## config.mk

```make
export PLATFORM = sky130hd
export DESIGN_NAME = uart_byte_tx
export DESIGN_NICKNAME = d
export VERILOG_FILES = /design/src/rtl/uart_pkg.sv /design/src/rtl/uart_baud_gen.sv /design/src/rtl/uart_byte_tx.sv
export SDC_FILE = /design/constraint.sdc
export NUM_CORES = 1
export LEC_CHECK = 0
export CAP_MARGIN = 20
export CORE_MARGIN = 5
export CORE_UTILIZATION = 30
export DETAILED_ROUTE_END_ITERATION = 6
export PLACE_DENSITY = 0.52
export SLEW_MARGIN = 20
export SYNTH_ARGS = -nofsm -noshare
export SYNTH_HDL_FRONTEND = slang
export SYNTH_HIERARCHICAL = 1
export SYNTH_SLANG_ARGS = --single-unit
```

## constraint.sdc

```tcl
create_clock -name clk -period 3.6 [get_ports clk]
set_input_delay 0.36 -clock clk [delete_from_list [all_inputs] [get_ports clk]]
set_output_delay 0.36 -clock clk [all_outputs]
set_load 0.05 [all_outputs]
```

## src/rtl/uart_pkg.sv

```systemverilog
// Shared types and constants for the byte-wide UART transmitter.
// Includes the frame-state encoding, the data width and the frame-length arithmetic.
package uart_pkg;

    localparam int UART_DATA_BITS       = 8;
    localparam int DEFAULT_CLKS_PER_BIT = 434;

    typedef enum logic [2:0] {
        ST_IDLE   = 3'd0,
        ST_START  = 3'd1,
        ST_DATA   = 3'd2,
        ST_PARITY = 3'd3,
        ST_STOP   = 3'd4
    } uart_state_e;

    // Total clock cycles of one frame, start bit through last stop bit.
    function automatic int frame_len(input int clks_per_bit, input int parity_en, input int stop_bits);
        return (1 + UART_DATA_BITS + parity_en + stop_bits) * clks_per_bit;
    endfunction

    function automatic logic even_parity(input logic [UART_DATA_BITS-1:0] data);
        return ^data;
    endfunction

endpackage

```

## src/rtl/uart_baud_gen.sv

```systemverilog
// Bit-period timer: counts 0..CLKS_PER_BIT-1 while enabled and emits a one-cycle
// bit_done pulse on the last count of each bit.
module uart_baud_gen #(
    parameter int CLKS_PER_BIT = 434
) (
    input  logic clk,
    input  logic rst,
    input  logic clear_i,
    input  logic en_i,
    output logic bit_done_o
);

    localparam int              CNT_W    = (CLKS_PER_BIT > 1) ? $clog2(CLKS_PER_BIT) : 1;
    localparam logic [CNT_W-1:0] CNT_LAST = CNT_W'(CLKS_PER_BIT - 1);

    logic [CNT_W-1:0] cnt_q;
    logic [CNT_W-1:0] cnt_d;

    // Next count: clear wins, otherwise advance and wrap at the bit boundary.
    always_comb begin
        cnt_d = cnt_q;
        if (clear_i) begin
            cnt_d = {CNT_W{1'b0}};
        end else if (en_i) begin
            if (cnt_q == CNT_LAST) begin
                cnt_d = {CNT_W{1'b0}};
            end else begin
                cnt_d = cnt_q + CNT_W'(1);
            end
        end else begin
            cnt_d = cnt_q;
        end
    end

    // Counter register.
    always_ff @(posedge clk or posedge rst) begin
        if (rst) begin
            cnt_q <= {CNT_W{1'b0}};
        end else begin
            cnt_q <= cnt_d;
        end
    end

    assign bit_done_o = en_i && !clear_i && (cnt_q == CNT_LAST);

endmodule

```

## src/rtl/uart_byte_tx.sv

```systemverilog
// Serial transmitter: one byte per valid/ready handshake, sent as start bit,
// 8 data bits LSB-first, optional even parity and 1 or 2 stop bits on a registered pin.
module uart_byte_tx
    import uart_pkg::*;
#(
    parameter int CLKS_PER_BIT = DEFAULT_CLKS_PER_BIT,
    parameter int PARITY_EN    = 0,
    parameter int STOP_BITS    = 1
) (
    input  logic                      clk,
    input  logic                      rst,
    input  logic [UART_DATA_BITS-1:0] tx_data,
    input  logic                      tx_valid,
    output logic                      tx_ready,
    output logic                      tx,
    output logic                      busy
);

    generate
        if ((CLKS_PER_BIT < 2) || ((STOP_BITS != 1) && (STOP_BITS != 2)) ||
            ((PARITY_EN != 0) && (PARITY_EN != 1))) begin : g_bad_params
            $error("uart_byte_tx: illegal parameter set");
        end
    endgenerate

    uart_state_e               state_q, state_d;
    logic [UART_DATA_BITS-1:0] shift_q, shift_d;
    logic                      par_q, par_d;
    logic [2:0]                bit_cnt_q, bit_cnt_d;
    logic                      stop_cnt_q, stop_cnt_d;
    logic                      tx_q, tx_d;
    logic                      xfer_s;
    logic                      bit_done_s;

    assign tx_ready = (state_q == ST_IDLE);
    assign busy     = (state_q != ST_IDLE);
    assign tx       = tx_q;
    assign xfer_s   = tx_valid && tx_ready;

    uart_baud_gen #(
        .CLKS_PER_BIT(CLKS_PER_BIT)
    ) u_baud (
        .clk       (clk),
        .rst       (rst),
        .clear_i   (xfer_s),
        .en_i      (busy),
        .bit_done_o(bit_done_s)
    );

    // Frame sequencing; every transition except the handshake waits for bit_done.
    always_comb begin
        state_d    = state_q;
        shift_d    = shift_q;
        par_d      = par_q;
        bit_cnt_d  = bit_cnt_q;
        stop_cnt_d = stop_cnt_q;
        case (state_q)
            ST_IDLE: begin
                if (xfer_s) begin
                    state_d    = ST_START;
                    shift_d    = tx_data;
                    par_d      = even_parity(tx_data);
                    bit_cnt_d  = 3'd0;
                    stop_cnt_d = 1'b0;
                end else begin
                    state_d = ST_IDLE;
                end
            end
            ST_START: begin
                if (bit_done_s) begin
                    state_d = ST_DATA;
                end else begin
                    state_d = ST_START;
                end
            end
            ST_DATA: begin
                if (bit_done_s) begin
                    shift_d = {1'b0, shift_q[UART_DATA_BITS-1:1]};
                    if (bit_cnt_q == 3'd7) begin
                        bit_cnt_d = 3'd0;
                        state_d   = (PARITY_EN != 0) ? ST_PARITY : ST_STOP;
                    end else begin
                        bit_cnt_d = bit_cnt_q + 3'd1;
                    end
                end else begin
                    state_d = ST_DATA;
                end
            end
            ST_PARITY: begin
                if (bit_done_s) begin
                    state_d = ST_STOP;
                end else begin
                    state_d = ST_PARITY;
                end
            end
            ST_STOP: begin
                if (bit_done_s) begin
                    if ((STOP_BITS == 2) && (stop_cnt_q == 1'b0)) begin
                        stop_cnt_d = 1'b1;
                    end else begin
                        stop_cnt_d = 1'b0;
                        state_d    = ST_IDLE;
                    end
                end else begin
                    state_d = ST_STOP;
                end
            end
            default: begin
                state_d = ST_IDLE;
            end
        endcase
    end

    // Line level for the state being entered, so the pin changes on the same edge as the state.
    always_comb begin
        tx_d = 1'b1;
        case (state_d)
            ST_IDLE:   tx_d = 1'b1;
            ST_START:  tx_d = 1'b0;
            ST_DATA:   tx_d = shift_d[0];
            ST_PARITY: tx_d = par_d;
            ST_STOP:   tx_d = 1'b1;
            default:   tx_d = 1'b1;
        endcase
    end

    // State and datapath registers; reset forces the line idle-high immediately.
    always_ff @(posedge clk or posedge rst) begin
        if (rst) begin
            state_q    <= ST_IDLE;
            shift_q    <= {UART_DATA_BITS{1'b0}};
            par_q      <= 1'b0;
            bit_cnt_q  <= 3'd0;
            stop_cnt_q <= 1'b0;
            tx_q       <= 1'b1;
        end else begin
            state_q    <= state_d;
            shift_q    <= shift_d;
            par_q      <= par_d;
            bit_cnt_q  <= bit_cnt_d;
            stop_cnt_q <= stop_cnt_d;
            tx_q       <= tx_d;
        end
    end

endmodule

```

Word level (Yosys, flattened, before mapping)
Cells that the tools add are included.
{"block": "word_totals", "ff_bits": 25, "inputBits": 11, "elab_cells": 50}
{"block": "classes", "addsub": 2, "eq_ne": 11, "mux": 20, "reduce_logical": 10}
{"op": "two-way mux 9 bit", "n": 3}
{"op": "two-way mux 3 bit", "n": 7}
{"op": "two-way mux 8 bit", "n": 2}
{"op": "one-hot mux 8 bit (2 select lines)", "n": 1}
{"op": "one-hot mux 3 bit (5 select lines)", "n": 1}
{"op": "== test 3 x 2 -> 1 bit (second input constant)", "n": 4}
{"op": "adder 9 x 1 -> 9 bit (second input constant)", "n": 1}
{"op": "== test 9 bit (second input constant)", "n": 1}
{"op": "XOR reduction 8 bit", "n": 1}
{"op": "== test 3 x 1 -> 1 bit (second input constant)", "n": 2}
{"op": "== test 3 bit (second input constant)", "n": 2}
{"op": "one-hot mux 3 bit (2 select lines)", "n": 1}
{"op": "nonzero test 2 bit", "n": 2}
{"op": "adder 3 x 1 -> 3 bit (second input constant)", "n": 1}
{"op": "logical AND 1 bit", "n": 3}
{"op": "logical NOT 3 bit", "n": 1}
{"op": "two-way mux 1 bit", "n": 3}
{"op": "one-hot mux 1 bit (3 select lines)", "n": 1}
{"op": "AND reduction 3 bit", "n": 1}
{"op": "nonzero test 3 bit", "n": 1}
{"op": "two-way mux 2 bit", "n": 1}
{"op": "!= test 2 x 1 -> 1 bit (second input constant)", "n": 1}
{"op": "!= test 2 bit (second input constant)", "n": 1}
{"op": "logical NOT 1 bit", "n": 1}

Longest topological paths before layout
Gate-level depths: netlist of the first run.
{"block": "depth", "depth_word": 9, "mapped_depth": 10}

Hierarchy
Netlist of the first run, hierarchy kept.
{"mod": "uart_byte_tx", "instances": 1, "cells_each": 80, "area_each_um2": 814.5, "seq_area_each_um2": 401.6}
{"mod": "uart_baud_gen", "instances": 1, "cells_each": 56, "area_each_um2": 538.0, "seq_area_each_um2": 225.2}

Worst setup path before layout of the first run
No wires, ideal clock.
{"block": "synth_path", "kind": "reg-to-reg", "start": "register state_q[0]", "end": "register tx_q, in the netlist tx", "t_arrival_ns": 3.582, "required_time_ns": 3.512, "setup_slack_ns": -0.070, "path_stages_with_launch": 10, "n_path_buf": 1, "cell_sequence": "dfrtp_1 nor3_1 inv_1 nand2b_1 nor2_1 nor4bb_1 buf_4 a22o_1 a2111oi_0 o21ai_1"}
{"block": "synth_between", "elab_chain_len": 9}
{"element": "start, declared", "line_no": "uart_byte_tx.sv:26", "rtl": "uart_state_e state_q, state_d;"}
{"element": "start signal, assigned", "line_no": "uart_byte_tx.sv:137", "rtl": "state_q <= state_d;"}
{"element": "logical NOT 3 bit (*)", "line_no": "uart_byte_tx.sv:35", "rtl": "assign tx_ready = (state_q == ST_IDLE);"}
{"element": "via tx_ready", "line_no": "uart_byte_tx.sv:14", "rtl": "output logic tx_ready,"}
{"element": "logical AND 1 bit (*)", "line_no": "uart_byte_tx.sv:38", "rtl": "assign xfer_s = tx_valid && tx_ready;"}
{"element": "logical NOT 1 bit (*)", "line_no": "uart_baud_gen.sv:44", "rtl": "assign bit_done_o = en_i && !clear_i && (cnt_q == CNT_LAST);"}
{"element": "logical AND 1 bit (*) (2 in a row)", "line_no": "uart_baud_gen.sv:44"}
{"element": "via bit_done_s", "line_no": "uart_byte_tx.sv:33", "rtl": "logic bit_done_s;"}
{"element": "two-way mux 3 bit, or another cell as far along", "line_no": "uart_byte_tx.sv:90", "rtl": "if (bit_done_s) begin"}
{"element": "one-hot mux 3 bit (5 select lines)", "line_no": "uart_byte_tx.sv:57", "rtl": "case (state_q)"}
{"element": "== test 3 x 2 -> 1 bit / == test 3 x 1 -> 1 bit (equally long branches)", "line_no": "uart_byte_tx.sv:117", "rtl": "case (state_d)"}
{"element": "one-hot mux 1 bit (3 select lines) (*)", "line_no": "uart_byte_tx.sv:117"}
{"element": "via tx_d", "line_no": "uart_byte_tx.sv:31", "rtl": "logic tx_q, tx_d;"}
{"element": "end signal, assigned", "line_no": "uart_byte_tx.sv:142", "rtl": "tx_q <= tx_d;"}
{"element": "end, declared", "line_no": "uart_byte_tx.sv:31"}
Mark *: on every way through the listed nets, which the timed path passes. The rest lies on a longest branch. The select of a mux whose other input is x is not followed.
A chain may end at the register's enable or synchronous reset.

Final worst setup path of the first run
{"block": "layout_path", "start": "register state_q[0]", "end": "register bit_cnt_q[0]"}
{"block": "layout_between", "elab_chain_len": 7}
{"element": "logical NOT 3 bit", "line_no": "uart_byte_tx.sv:35"}
{"element": "logical AND 1 bit", "line_no": "uart_byte_tx.sv:38"}
{"element": "logical NOT 1 bit", "line_no": "uart_baud_gen.sv:44"}
{"element": "logical AND 1 bit (*) (2 in a row)", "line_no": "uart_baud_gen.sv:44"}
{"element": "via bit_done_s", "line_no": "uart_byte_tx.sv:33"}
{"element": "!= test 2 bit (no line) (*)"}
{"element": "AND reduction 3 bit (no line) (*)"}
{"element": "end signal, assigned", "line_no": "uart_byte_tx.sv:140", "rtl": "bit_cnt_q <= bit_cnt_d;"}
{"element": "end, declared", "line_no": "uart_byte_tx.sv:29", "rtl": "logic [2:0] bit_cnt_q, bit_cnt_d;"}
Mark *: on every way through the listed nets, which the timed path passes. The rest lies on a longest branch.

==> results.toml, run 1 <==
[setup_path]
critical_path_required_ns = 3.80
path_max_fanout = 16
cp-end-kind = "register"
path_class = "register to register"
startpoint_type = "register"
worstPathArrival_ns = 2.73

[clocking]
cts_root_buf = "clkbuf_8"
cts_max_level = 1
numCtsBuffers = 3
tritoncts = "built"
clk_latency_ns = 0.26
cts.sinks = 25
cts_buffer_depth = 2
cts_resized = 0
cts.clk_slew.worst_paths_ns = 0.09
hold_buffers = 0
cts_setup_buffers = 0

[detailed_routing]
viasPerCell = 5.08
avgRoutedWirePerCell_um = 13.1
ant_nets = 0
drt-total-wl_um = 2660
via_count = 1032
drt-pass1-iter-count = 4
drc = 0
initialDrtViolationCount = 48

[placed_design]
hpwl_um = 2100
gp_congestion = 0.817
place_inst = 199
dpl_cell_area_mm2 = 0.00154
pre_cts_ws_ns = 0.843
port_buffers = 13

[grt]
grt_usage_pct = 9.46
grt_overflow = 0
antenna_found_initial = 0
grt_pass1_wl_um = 4760
grt_pass1_vias = 1080
grt_max_degree = 17

[timing]
fin_crit_ns = 2.53
fin_crit_sh_pct = 70.3
setup_violations = 0
hold_viol = 0
rsz0062_at_grt = "no"
finClkSkew_ns = 0.00375
fmax_mhz = 395
setup_slack_ns = 1.07
finalSetupTns_ns = 0
max_slew_margin_pct = 58.1
drv_slew = 0
tightest_slew_ns = 0.627

[final_layout]
drive_gt1_share_pct = 9.93
antennaDiodeCount = 0
stdcell_area_mm2 = 0.00158
fillers = 417
instances_no_fill = 203
fin_nets = 167
postLayoutCoreUtil_pct = 36.4
area_delta_synth_final_pct = 17.1

[logic_synthesis]
synth-simple-area-share_pct = 23.3
synth_xor_area_share_pct = 5.18
syn_inst = 136
synth_top_family_by_area = "simple AND/OR/NAND/NOR gates"
async_flop_share_pct = 100
synth_compound_area_share_pct = 16.8
ys_ff_latch = 25
yosysSeqAreaShare_pct = 46.3
synth_area_mm2 = 0.00135
synth_mux_area_share_pct = 0.833
synth_cell_type_count = 37
syn_avg_cell_area_um2 = 9.95
synth_adder_area_share_pct = 3.70
yosys_warnings = 6
synth.net_count = 151
synth-main-ff-cell = "dfrtp_1"
synth-edff-count = 0

[power]
ir_drop_v = 0.000188
seqPwrFrac_pct = 53.1
power.leakage_nw = 0.669
p_per_area_mw_per_mm2 = 477
p_switching_mw = 0.241
intPower_mw = 0.515
p_sw_share_pct = 31.9
p_comb_share_pct = 25.2
clkPwrFrac_pct = 21.7

[die]
coreArea_mm2 = 0.00435
start_util_pct = 31.1
dieWidth_um = 77.1
ios = 14
fp-row-count = 24
die_area_mm2 = 0.00595
die_y_um = 77.1

[status]
status = "finished clean"

[run]
drv_cap = 0

[hold_path]
min-delay-path-class = "primary input to async pin"
-- final cells by class --
cell class / count / area (um^2) / share of cell area [%]
Multi-Input combinational cell: 101 / 679 / 42.9
Sequential cell: 25 / 627 / 39.6
Timing Repair Buffer: 15 / 145 / 9.16
Tap cell: 52 / 65.1 / 4.11
Clock buffer: 4 / 45.0 / 2.84
Inverter: 6 / 22.5 / 1.42
-- layout by cell type, fill, tap and decap left out, types with 2 or more instances in the layout --
cell / synthesis / routed
xnor2_1: 8 / 8
or2b_1: 2 / 2
a21o_1: 2 / 2
or2_2: 2 / 2
or3_1: 3 / 3
clkbuf_8: 0 / 3
o21ai_0: 8 / 8
a31oi_1: 3 / 3
clkdlybuf4s50_1: 0 / 13
nor2_1: 6 / 6
nand4_1: 2 / 2
o21ai_1: 3 / 3
dfrtp_1: 24 / 24
nand3b_1: 2 / 2
inv_1: 6 / 6
a22o_1: 3 / 3
nand3_1: 3 / 3
a21oi_1: 7 / 7
buf_4: 1 / 2
nand2b_1: 3 / 3
nand2_1: 19 / 19
ha_1: 4 / 4
a22oi_1: 6 / 6
nor4b_4: 2 / 2
-- critical path, cell delays in order (launching register included) --
cell and delay, ns:
dfrtp_1 0.55, nor4b_4 0.08, buf_4 0.20, nand2b_1 0.23, nor2_1 0.23, nor4bb_1 0.32, buf_4 0.22, nor2_2 0.11
or4_1 0.41, o21ai_1 0.12
-- cells by family after synthesis --
| group | after synthesis |
|---|---|
| XOR/XNOR | 8 |
| AO/OA/AOI/OAI | 35 |
| buffers and inverters | 10 |
| AND/OR/NAND/NOR | 53 |
| flip-flops | 25 |
| multiplexers | 1 |
| adder cells (fa/ha/maj) | 4 |
-- sequential cells by signal, summed over array words and instances, names as in the netlist --
| name | flops |
|---|---|
| u_baud/cnt_q | 9 |
| shift_q | 8 |
| bit_cnt_q | 3 |
| state_q | 3 |
| par_q | 1 |
| tx | 1 |
-- metal layers --
| metal | vias up | wire length, um | track usage (%) |
|---|---|---|---|
| li1 | 517 | - | - |
| met1 | 499 | 1420 | 13.4 |
| met2 | 14 | 1150 | 14.3 |
| met3 | 2 | 87 | 2.22 |
| met4 | 0 | 14 | 2.75 |
| met5 | - | 0 | 0 |
-- worst paths after layout --
check,start,endpoint,slack [ns],depth (start not counted)
worst max-delay path,state_q[0],bit_cnt_q[0],1.07,9
worst min-delay path,rst,u_baud/cnt_q[2],0.39,2
worst max register to register,state_q[0],bit_cnt_q[0],1.07,9
worst min register to register,shift_q[6],shift_q[6],0.48,2
max in group asynchronous,rst,par_q,2.69,2
min in group clk,shift_q[6],shift_q[6],0.48,2
-- through the flow --
step | power (mW) | hold WS (ns)
6_report | 0.755 | 0.395
5_1_grt | 0.808 | 0.428
4_1_cts | 0.766 | 0.410
3_5_place_dp | 0.599 | 0.467
3_3_place_gp | 0.595 | 0.468
2_1_floorplan | 0.541 | 0.188
-- Yosys cell counts, types with 2 or more instances --
master     n  share of area (%)
nor4b_4    2                3.5
o21ai_1    3                1.1
nor3_1     2               0.74
a21o_1     2                1.1
or2b_1     2                1.1
nand2_1   19                5.3
a22oi_1    6                3.3
a31oi_1    3                1.4
or2_2      2               0.92
a21oi_1    7                2.6
inv_1      6                1.7
nand3b_1   2                1.1
ha_1       4                3.7
dfrtp_1   24                 44
buf_2      2               0.74
nand2b_1   3                1.4
or3_1      3                1.4
xnor2_1    8                5.2
nand4_1    2               0.92
o21ai_0    8                3.0
nand3_1    3                1.1
a22o_1     3                1.9
nor2_1     6                1.7
-- power by group through the flow --
stage	logic (mW)	registers, mW	clock network, mW
6_report	0.190	0.401	0.164
5_1_grt	0.217	0.410	0.180
4_1_cts	0.194	0.400	0.172
3_5_place_dp	0.192	0.407	0
3_3_place_gp	0.190	0.406	0
2_1_floorplan	0.145	0.396	0
(Power assumes the default switching activity.)
==> run 2, diff against run 1 <==
==> constraint.sdc (replaced) <==
create_clock -name clk -period 2.5 [get_ports clk]
set_input_delay 0.25 -clock clk [delete_from_list [all_inputs] [get_ports clk]]
set_output_delay 0.25 -clock clk [all_outputs]
set_load 0.05 [all_outputs]
==> run 2 against run 1 <==
Against the previous run: clock skew decreased by 0.0014 ns; design area increased by 2.2%; worst setup slack got worse by 0.84 ns; register-to-register slack got worse by 0.84 ns; clock power increased by 47%; count of clock-buffer cells in the layout unchanged; final cell count unchanged; critical endpoint unchanged.
==> results.toml, run 2 (synthesized netlist as in run 1, its figures left out) <==
[grt]
grt_pass1_vias = 1057
grt_overflow = 0
grt_max_degree = 17
antenna_found_initial = 0
grt_pass1_wl_um = 5020
grt_usage_pct = 10.2

[die]
start_util_pct = 31.1
die_area_mm2 = 0.00595
die_y_um = 77.1
ios = 14
coreArea_mm2 = 0.00435
dieWidth_um = 77.1
fp-row-count = 24

[clocking]
cts_max_level = 1
clk_latency_ns = 0.26
cts.clk_slew.worst_paths_ns = 0.09
numCtsBuffers = 3
tritoncts = "built"
cts_buffer_depth = 2
hold_buffers = 0
cts_root_buf = "clkbuf_8"
cts_resized = 0
cts_setup_buffers = 0
cts.sinks = 25

[final_layout]
fillers = 417
reg.largest.list = "u_baud/cnt_q x9, shift_q x8"
largest_reg_flops = 9
largest_register = "u_baud/cnt_q"
drive_gt1_share_pct = 13.2
postLayoutCoreUtil_pct = 37.2
instances_no_fill = 203
mostFrequentLayoutCells = "dfrtp_1, nand2_1, clkdlybuf4s50_1"
area_delta_synth_final_pct = 19.7
fin_nets = 167
multi_input_area_um2 = 709
seqCellArea_um2 = 628
mostFrequentLayoutCell = "dfrtp_1"
antennaDiodeCount = 0

[detailed_routing]
ant_nets = 0
via_count = 1051
avgRoutedWirePerCell_um = 13.6
dr_wl_met2_um = 1320
drc = 0
initialDrtViolationCount = 88
top_layer = "met4"
wl_met3_um = 95
drt-pass1-iter-count = 4
viasPerCell = 5.18
drt-total-wl_um = 2760
wirelength_met1_um = 1320

[timing]
finClkSkew_ns = 0.00237
fin_crit_ns = 2.27
max_slew_margin_pct = 60.2
setup_violations = 0
fin_crit_sh_pct = 91.0
hold_viol = 0
tightest_slew_ns = 0.597
fmax_mhz = 440
drv_slew = 0
rsz0062_at_grt = "no"
finalSetupTns_ns = 0

[setup_path]
startpoint_type = "register"
cp-end-kind = "register"
worstPathArrival_ns = 2.47
critical_path_required_ns = 2.69
path_max_fanout = 13
path_class = "register to register"

[power]
finalPower_mw = 1.11
p_per_area_mw_per_mm2 = 684
power.leakage_nw = 0.671
ir_drop_v = 0.000323

[status]
status = "finished clean"

[placed_design]
hpwl_um = 2080
gp_congestion = 0.856
place_inst = 199
port_buffers = 13

[run]
drv_cap = 0

[hold_path]
min-delay-path-class = "primary input to async pin"
==> run 2: worst paths after layout <==
path,from,endpoint,slack [ns],cells past startpoint
worst min register to register,shift_q[5],shift_q[5],0.49,2
max in group asynchronous,rst,state_q[0],1.70,2
worst min-delay path,rst,u_baud/cnt_q[0],0.28,2
worst max-delay path,u_baud/cnt_q[6],bit_cnt_q[0],0.23,8
min in group clk,shift_q[5],shift_q[5],0.49,2
worst max register to register,u_baud/cnt_q[6],bit_cnt_q[0],0.23,8
==> run 2: power by group <==
group	total, mW	switching (mW)	internal (mW)
registers	0.581	0.0878	0.493
clock network	0.241	0.127	0.114
logic	0.285	0.144	0.142
==> run 2: layer usage <==
| layer | track usage [%] | vias to the layer above |
|---|---|---|
| met4 | 3.44 | 0 |
| met5 | 0 | - |
| met3 | 2.22 | 4 |
| li1 | - | 517 |
| met2 | 16.5 | 19 |
| met1 | 13.3 | 511 |
==> run 2: worst max-delay path, cell delays in order, from the launching register on <==
cell	delay, ns
dfrtp_1	0.45
nor4b_4	0.35
nand4_1	0.19
nor2_4	0.15
nor4bb_1	0.21
buf_4	0.21
nor2_2	0.11
or4_1	0.41
o21ai_1	0.13
==> run 2: metrics by stage <==
| step | instance area, um^2 | worst slack (ns) | hold slack, ns |
|---|---|---|---|
| after detailed placement | 1570 | 0.227 | 0.465 |
| after global routing | 1620 | 0.0803 | 0.322 |
| after CTS | 1620 | 0.210 | 0.291 |
| after global placement | 1570 | 0.251 | 0.471 |
| after floorplan | 1400 | -0.153 | 0.0779 |
| final | 1620 | 0.225 | 0.280 |
==> run 2: layout make-up <==
cell class,count,share of cell area [%]
clock buffers,4,2.78
well taps,52,4.02
multi-input cells,101,43.8
repair buffers,15,8.96
flip-flops and latches,25,38.8
inverters,6,1.62
==> run 3, diff against run 2 <==
--- a/config.mk
+++ b/config.mk
@@ -8,6 +8,7 @@
 export CAP_MARGIN = 20
 export CORE_MARGIN = 5
 export CORE_UTILIZATION = 30
+export CTS_CLUSTER_SIZE = 24
 export DETAILED_ROUTE_END_ITERATION = 6
 export PLACE_DENSITY = 0.52
 export SLEW_MARGIN = 20
==> results of run 3 <==
Final layout, timing and power as in run 2 (identical DEF).
